**src/rtl/instr_fetch_queue.sv**
```systemverilog
// Instruction fetch front end for the 5-stage MIPS core.
// Issues sequential word fetches to a variable-latency instruction memory,
// buffers returned words with their PC+4 in a small in-order prefetch FIFO,
// and hands them to decode under a valid/ready handshake. A redirect flushes
// the FIFO, marks in-flight responses for discard and restarts fetch.
module instr_fetch_queue #(
  parameter int          DEPTH    = 4,
  parameter logic [31:0] RESET_PC = 32'h0000_0000
) (
  input  logic        clock,
  input  logic        reset,
  output logic        imem_req,
  output logic [31:0] imem_addr,
  input  logic        imem_ack,
  input  logic        imem_rvalid,
  input  logic [31:0] imem_rdata,
  input  logic        redirect_valid,
  input  logic [31:0] redirect_pc,
  output logic        instr_valid,
  output logic [31:0] instr,
  output logic [31:0] instr_pc4,
  input  logic        decode_ready
);

  localparam int            PW        = $clog2(DEPTH);
  localparam int            CW        = $clog2(DEPTH) + 1;
  localparam logic [CW:0]   DEPTH_SUM = (CW+1)'(DEPTH);
  localparam logic [CW-1:0] DEPTH_CNT = CW'(DEPTH);

  // Next address to request, and the address of the next response we keep.
  logic [31:0] fetchPc;
  logic [31:0] respPc;
  logic [31:0] redirectTarget;
  logic [31:0] pushPc4;

  // Prefetch FIFO storage and bookkeeping.
  logic [31:0]   fifoInstr [DEPTH];
  logic [31:0]   fifoPc4   [DEPTH];
  logic [PW-1:0] rdPtr;
  logic [PW-1:0] wrPtr;
  logic [CW-1:0] count;

  // Requests accepted by memory: those we will keep and those we will drop.
  logic [CW-1:0] outstanding;
  logic [CW-1:0] discard;

  logic [CW:0]   fillLevel;
  logic [CW:0]   inFlight;
  logic [CW-1:0] discardOnRedirect;
  logic          accept;
  logic          respAny;
  logic          respDrop;
  logic          respKeep;
  logic          doPop;
  logic          unusedLowBits;

  assign redirectTarget = {redirect_pc[31:2], 2'b00};
  assign unusedLowBits  = ^redirect_pc[1:0];
  assign pushPc4        = respPc + 32'd4;
  assign imem_addr      = fetchPc;

  // Credit check: never let buffered + pending-keep exceed the FIFO, and never
  // let total memory-side requests exceed DEPTH. Held off during reset/redirect.
  always_comb begin
    fillLevel = {1'b0, count} + {1'b0, outstanding};
    inFlight  = {1'b0, outstanding} + {1'b0, discard};
    imem_req  = !reset && !redirect_valid &&
                (fillLevel < DEPTH_SUM) && (inFlight < DEPTH_SUM);
    accept    = imem_req && imem_ack;
  end

  // Classify a returning response: dropped if older than the last redirect,
  // kept otherwise; a response with nothing pending is ignored.
  always_comb begin
    respAny           = imem_rvalid && (inFlight != '0);
    respDrop          = imem_rvalid && (discard != '0);
    respKeep          = imem_rvalid && (discard == '0) && (outstanding != '0) &&
                        !redirect_valid;
    discardOnRedirect = CW'(inFlight - {{CW{1'b0}}, respAny});
  end

  // Head of the FIFO is presented to decode; hidden in a redirect cycle.
  always_comb begin
    instr_valid = (count != '0) && !redirect_valid;
    doPop       = instr_valid && decode_ready;
    instr       = fifoInstr[rdPtr];
    instr_pc4   = fifoPc4[rdPtr];
  end

  // Fetch address and response-address tracking, both retargeted by redirect.
  always_ff @(posedge clock or posedge reset) begin
    if (reset) begin
      fetchPc <= RESET_PC;
      respPc  <= RESET_PC;
    end else if (redirect_valid) begin
      fetchPc <= redirectTarget;
      respPc  <= redirectTarget;
    end else begin
      if (accept) begin
        fetchPc <= fetchPc + 32'd4;
      end
      if (respKeep) begin
        respPc <= pushPc4;
      end
    end
  end

  // Keep/drop credit counters; redirect moves everything pending to discard.
  always_ff @(posedge clock or posedge reset) begin
    if (reset) begin
      outstanding <= '0;
      discard     <= '0;
    end else if (redirect_valid) begin
      outstanding <= '0;
      discard     <= discardOnRedirect;
    end else begin
      case ({accept, respKeep})
        2'b10:   outstanding <= outstanding + CW'(1);
        2'b01:   outstanding <= outstanding - CW'(1);
        default: outstanding <= outstanding;
      endcase
      if (respDrop) begin
        discard <= discard - CW'(1);
      end
    end
  end

  // FIFO pointers and occupancy; redirect empties the queue outright.
  always_ff @(posedge clock or posedge reset) begin
    if (reset) begin
      rdPtr <= '0;
      wrPtr <= '0;
      count <= '0;
    end else if (redirect_valid) begin
      rdPtr <= '0;
      wrPtr <= '0;
      count <= '0;
    end else begin
      if (respKeep) begin
        wrPtr <= wrPtr + PW'(1);
      end
      if (doPop) begin
        rdPtr <= rdPtr + PW'(1);
      end
      case ({respKeep, doPop})
        2'b10:   count <= count + CW'(1);
        2'b01:   count <= count - CW'(1);
        default: count <= count;
      endcase
    end
  end

  // FIFO storage: a kept response is written with the PC+4 of its address.
  always_ff @(posedge clock or posedge reset) begin
    if (reset) begin
      for (int i = 0; i < DEPTH; i++) begin
        fifoInstr[i] <= '0;
        fifoPc4[i]   <= '0;
      end
    end else if (respKeep) begin
      fifoInstr[wrPtr] <= imem_rdata;
      fifoPc4[wrPtr]   <= pushPc4;
    end
  end

  // The credit rule guarantees a kept response always finds a free slot.
  assert property (@(posedge clock) disable iff (reset)
                   !(respKeep && (count == DEPTH_CNT)));

endmodule
```
**config.mk**
```make
export PLATFORM = sky130hd
export DESIGN_NAME = instr_fetch_queue
export DESIGN_NICKNAME = d
export VERILOG_FILES = /design/src/rtl/instr_fetch_queue.sv
export SDC_FILE = /design/constraint.sdc
export NUM_CORES = 1
export LEC_CHECK = 0
export CAP_MARGIN = 30
export CELL_PAD_IN_SITES_DETAIL_PLACEMENT = 1
export CELL_PAD_IN_SITES_GLOBAL_PLACEMENT = 2
export CORE_MARGIN = 10
export CORE_UTILIZATION = 41
export CTS_CLUSTER_DIAMETER = 120
export DETAILED_ROUTE_END_ITERATION = 7
export PLACE_DENSITY_LB_ADDON = 0.3
export SYNTH_ARGS = -nofsm -noshare
export SYNTH_HDL_FRONTEND = slang
export SYNTH_SLANG_ARGS = --single-unit
export TNS_END_PERCENT = 5
```
**constraint.sdc**
```tcl
create_clock -name clock -period 28.7 [get_ports clock]
set_input_delay 5.74 -clock clock [delete_from_list [all_inputs] [get_ports clock]]
set_output_delay 5.74 -clock clock [all_outputs]
set_load 0.005 [all_outputs]
```
; ---- Word-level counts from Yosys, hierarchy flattened
; Index checks and enable logic that the tools add are counted.
; Widths: inputs -> output; s select.
[word_totals]
n_memories = 0
latch_bits = 0
mem_bits_rw = 0
rom_bits = 0
elab_cells = 87
register_bits = 333
output_inout_bits = 98
in_bits = 70
[op_classes]
multipliers = 0
add_sub_neg = 12
eq_ne = 4
div = 0
reduce_logical = 25
mux = 24
n_lt_le_gt_ge = 5
bitwise = 2
shift = 0
[ops]
columns = op, count
row1 = $mux 32, 9
row2 = $bwmux 128, 2
row3 = $bmux 32 s2, 2
row4 = $add 32x3->32 const B, 2
row5 = $demux 32 s2, 1
row6 = $reduce_bool 3->1, 5
row7 = $logic_and 1x1->1, 12
row8 = $mux 3, 4
row9 = $pmux 3 s2, 2
row10 = $sub 3x1->3 const B, 3
row11 = $add 3x3->4, 2
row12 = $lt 4x3->1 const B, 2
row13 = $mux 2, 4
row14 = $reduce_bool 2->1, 4
row15 = $add 3x1->3 const B, 2
row16 = $ge 3x3->1 const B, 2
row17 = $not 2->3, 2
row18 = $add 2x1->2 const B, 2
row19 = $eq 2x1->1 const B, 2
row20 = $eq 2x2->1 const B, 2
row21 = $reduce_bool 4->1, 1
row22 = $logic_not 3->1, 1
row23 = $lt 3x1->1 const B, 1
row24 = $sub 3x1->3, 1
row25 = $logic_not 1->1, 2

; ---- Depth between registers and ports, before layout
[depth]
word_depth = 8
mapped_depth = 13

; ---- Least setup slack after synthesis
; No wires, ideal clock.
[synth_path]
path_type = input port to output port
from = input port redirect_valid
to = output port instr_valid
t_arrival_ps = 6337
path_stages = 3
required_ps = 22960
slack_ps = 16623
path_cell_list = clkbuf_1 clkbuf_1 nor2_1
[synth_via]
elab_chain_len = 2
[synth_lines]
columns = item, line
row1 = start: declaration, 17  ; input logic redirect_valid,
row2 = $logic_not 1->1, 84  ; instr_valid = (count != '0) && !redirect_valid;
row3 = $logic_and 1x1->1, 84
row4 = end: declaration, 19  ; output logic instr_valid,
; Every way passes these cells.

; ---- Worst setup path after layout
[layout_path]
from = input port reset
to = output port imem_req
[layout_via]
elab_chain_len = 4
[layout_lines]
columns = item, line
row1 = start: declaration, 11  ; input logic reset,
row2 = $logic_not 1->1 (no source line), --
row3 = $logic_and 1x1->1 (2 in series), 67  ; imem_req = !reset && !redirect_valid &&
row4 = $logic_and 1x1->1, 68  ; (fillLevel < DEPTH_SUM) && (inFlight < DEPTH_SUM);
row5 = end: declaration, 12  ; output logic imem_req,
; Every way passes these cells.

==> impl_results.md <==
* Run status: completed
* Met1 WL at 19,600 um
* Total power draw at 1320 uW
* Number of synthesized flops with an enable pin at 0
* Post-synthesis sequential area ratio at 52.3%
* Routed met2 length at 20,100 um
* Endpoint type of the worst setup path: primary output
* Total detailed-routing wirelength at 42,000 um
* Seq cells post-synth at 321
* Async set-reset flop share out of synthesis at 100%
* Combinational family with the most area after synthesis: multiplexers
* Reg-to-reg slack, setup at 25,340 ps
* H-tree depth at 2
* Number of rows in the core area at 70
* Endpoint of the worst hold-timing path: fifoInstr[41]$_DFFE_PP0P_
* Clock-pin transition on the worst setup and hold timing paths at 50 ps
* Number of gates resized after cts at 0
* Deepest clock path buffer count at 3
* Synthesized area at 15,400 um2
* IR drop worst, VDD at 0.0367 mV
* CTS Root Buffer Type: clkbuf_16
* Count of final setup violators at 0
* Final worst path period need at 13,280 ps
* CTS tree: yes
* Unrepaired setup endpoints after global routing: no
* Switching power share of the total at 26.7%
* Power density cells at 70.5 nW/um2
* Internal power of the cells at 966 uW
* Skew-Pair Late Insertion Delay at 520 ps
* Net Switching at 352 uW
* Xor and xnor area share after synthesis at 3.82%
* Count of boundary I/O pins at 168
* Minimum setup slack after placement at 15,420 ps
* Die ar. at 45,600 um2
* Hold path startpoint: fifoInstr[41]$_DFFE_PP0P_
* Yosys top cell by area: dfrtp_1
* Synth warn at 0
* Number of different library cells in the post-synthesis netlist at 57
* Mux share of post-synthesis cell area at 19.8%
* Synthesized instance count at 1,300
* Total cell area at the placement stage at 17,400 um2
* Layout cells sized above 1 at 21.1%
* Combinational fraction of design power at 22.1%
* Post-route DRC violation count at 0
* Global-route congestion overflow total at 0
* CTS buffer count at 38
* Layout Skew at 11.4 ps
* Main area contributors after synthesis: dfrtp_1 (52%), mux2_2 (10%), mux4_2 (9.1%)
* DRT antenna net count at 0
* Most instantiated library cell after synthesis: dfrtp_1
* WS Path Type: in -> out
* Chip height at 214 um
* Tot GR Track Use at 18.6%
* Routed vias at 10.7k
* Most frequent cells after synthesis: dfrtp_1 (321), nor2_1 (147), mux2_2 (143)
* Worst min-delay path class: reg -> reg
* Top layer reached by signal wires: met4
* Worst Hold Path Cells at 1
* Most used flip-flop cell after synthesis: dfrtp_1
* Hold violation count in the final report at 0
* Fin. max-slew vios at 0
* Antenna diode count at 0
* CP arrival at 7540 ps
* Worst setup margin at 15,420 ps
* Average wire per cell in the routed design at 21.8 um
* Max Freq at 75.3 MHz
* Iteration-0 DRC Markers at 562
* Launching instance or port of the critical path: reset
* Worst flop-to-flop path endpoint: fifoInstr[66]$_DFFE_PP0P_
* Type of element launching the critical path: input port
* Mean Syn Cell Area at 11.8 um2
* Met3 Wirelength at 1730 um
* Vias in the first global route at 11.7k
* Clock net sink count at 321
* Post-synthesis compound-gate area fraction at 8.01%
* Area overhead of the layout relative to synthesis at 21.7%
* Adder-Cell Fraction of Synth Area at 1.61%
* Total of max-cap violations at 0
* Static Leak at 0.00819 uW
* Wire length of the first global-routing pass at 67,400 um
* First drt pass iteration count at 4
* Total negative slack at 0 ps
* Top cell type's share of synthesized area at 52.3%
* Share of power burned in registers at 41.5%
* Number of antenna violations at the first check in global routing at 0
* Synthesized-area fraction occupied by and/or/nand/nor cells at 11.3%
* IO buf count at 161
* Data required time at the worst endpoint at 22,960 ps
* Final worst path period share at 46.3%
* Postcts setup bufs at 0
* Path depth of the worst reg2reg path at 7
* Width of the die at 214 um
* Worst r2r src: discard[1]$_DFFE_PP0P_
* Initial cell density of the core at 41.7%
* Number of buffers added to fix hold violations after cts at 0
* Top fanout value on the critical path at 9
* Routability congestion estimate from global placement at 0.784
* Area of the core at 36,800 um2
* Detail Placement HPWL at 27,800 um
* Worst slew margin at 36.0%
* Worst Max-Slew Pin Slew at 953 ps
* Layout Cell Area excl Fill at 18,700 um2
* Share of total power in the clock network at 36.4%
* Ratio of routed vias to standard cells at 5.56
* Largest net degree at the start of global routing at 111
* Total Nets Final at 1,524
registers in the layout (all words and copies together) (netlist names):
name	count
imem_addr	30
respPc	30
count	3
rdPtr	2
discard	3
fifoPc4	120
outstanding	3
wrPtr	2
fifoInstr	128
critical path, cell delays in order:
cell             delay (ps)
clkdlybuf4s50_1         520
nor3_1                  170
nand2_1                 260
nor3b_1                 300
clkdlybuf4s50_1         550
per-stage QoR:
step           hold WS [ps]  std cells  util [%]
2_1_floorplan           475       1303         -
3_3_place_gp            483       1859      47.1
3_5_place_dp            490       1862      47.3
4_1_cts                 504       1929      50.6
5_1_grt                 512       1931      50.8
6_report                502       1931      50.8
power by group through the flow:
| stage | registers (uW) | clock network [uW] | logic [uW] |
|---|---|---|---|
| after floorplan | 539 | 0 | 153 |
| after global placement | 550 | 0 | 288 |
| after detailed placement | 553 | 0 | 297 |
| after CTS | 547 | 492 | 298 |
| after global routing | 555 | 511 | 318 |
| final | 547 | 480 | 292 |
layer usage:
layer  global-route usage (%)  vias to the layer above
met1                     26.0                     5578
li1                         -                     4927
met3                     3.01                       40
met4                     3.69                        0
met2                     30.2                      189
met5                        0                        -
cells by family after synthesis:
logic type	Yosys count
AND/OR/NAND/NOR	360
flip-flops	321
AO/OA/AOI/OAI	214
multiplexers	209
buffers and inverters	110
XOR/XNOR	67
adder cells (fa/ha/maj)	18
other	1
layout by cell type (no fill, tap or decap), types with 5 or more instances in the layout:
cell	n
o211ai_1	5
clkbuf_16	38
clkbuf_1	8
o31a_1	5
a21o_1	9
dfrtp_1	319
o31ai_1	5
clkbuf_8	9
and3_1	8
mux4_2	62
a21boi_0	6
and2_1	6
xor2_1	44
nor3_1	11
buf_4	16
ha_1	15
a21oi_1	119
nand4_1	25
or3_1	6
a31oi_1	8
nand3_1	41
nand2_1	68
nor4_1	12
mux2_2	143
and4_1	6
xnor2_1	23
clkdlybuf4s50_1	160
o21ai_0	42
nor2_1	146
inv_1	20
worst max-delay path by stage:
stage,to
after floorplan,count[0]$_DFFE_PP0P_
after global placement,imem_req
after detailed placement,imem_req
after CTS,imem_req
after global routing,imem_req
final,imem_req
area by class of cell:
cell class | count | area, um2
multi-input cells | 872 | 6870
well taps | 468 | 586
repair buffers | 182 | 1860
flip-flops and latches | 321 | 8040
clock buffers | 55 | 1100
fillers | 3845 | 18100
inverters | 21 | 86.3
clock inverters | 12 | 141
(Power assumes the default switching activity.)
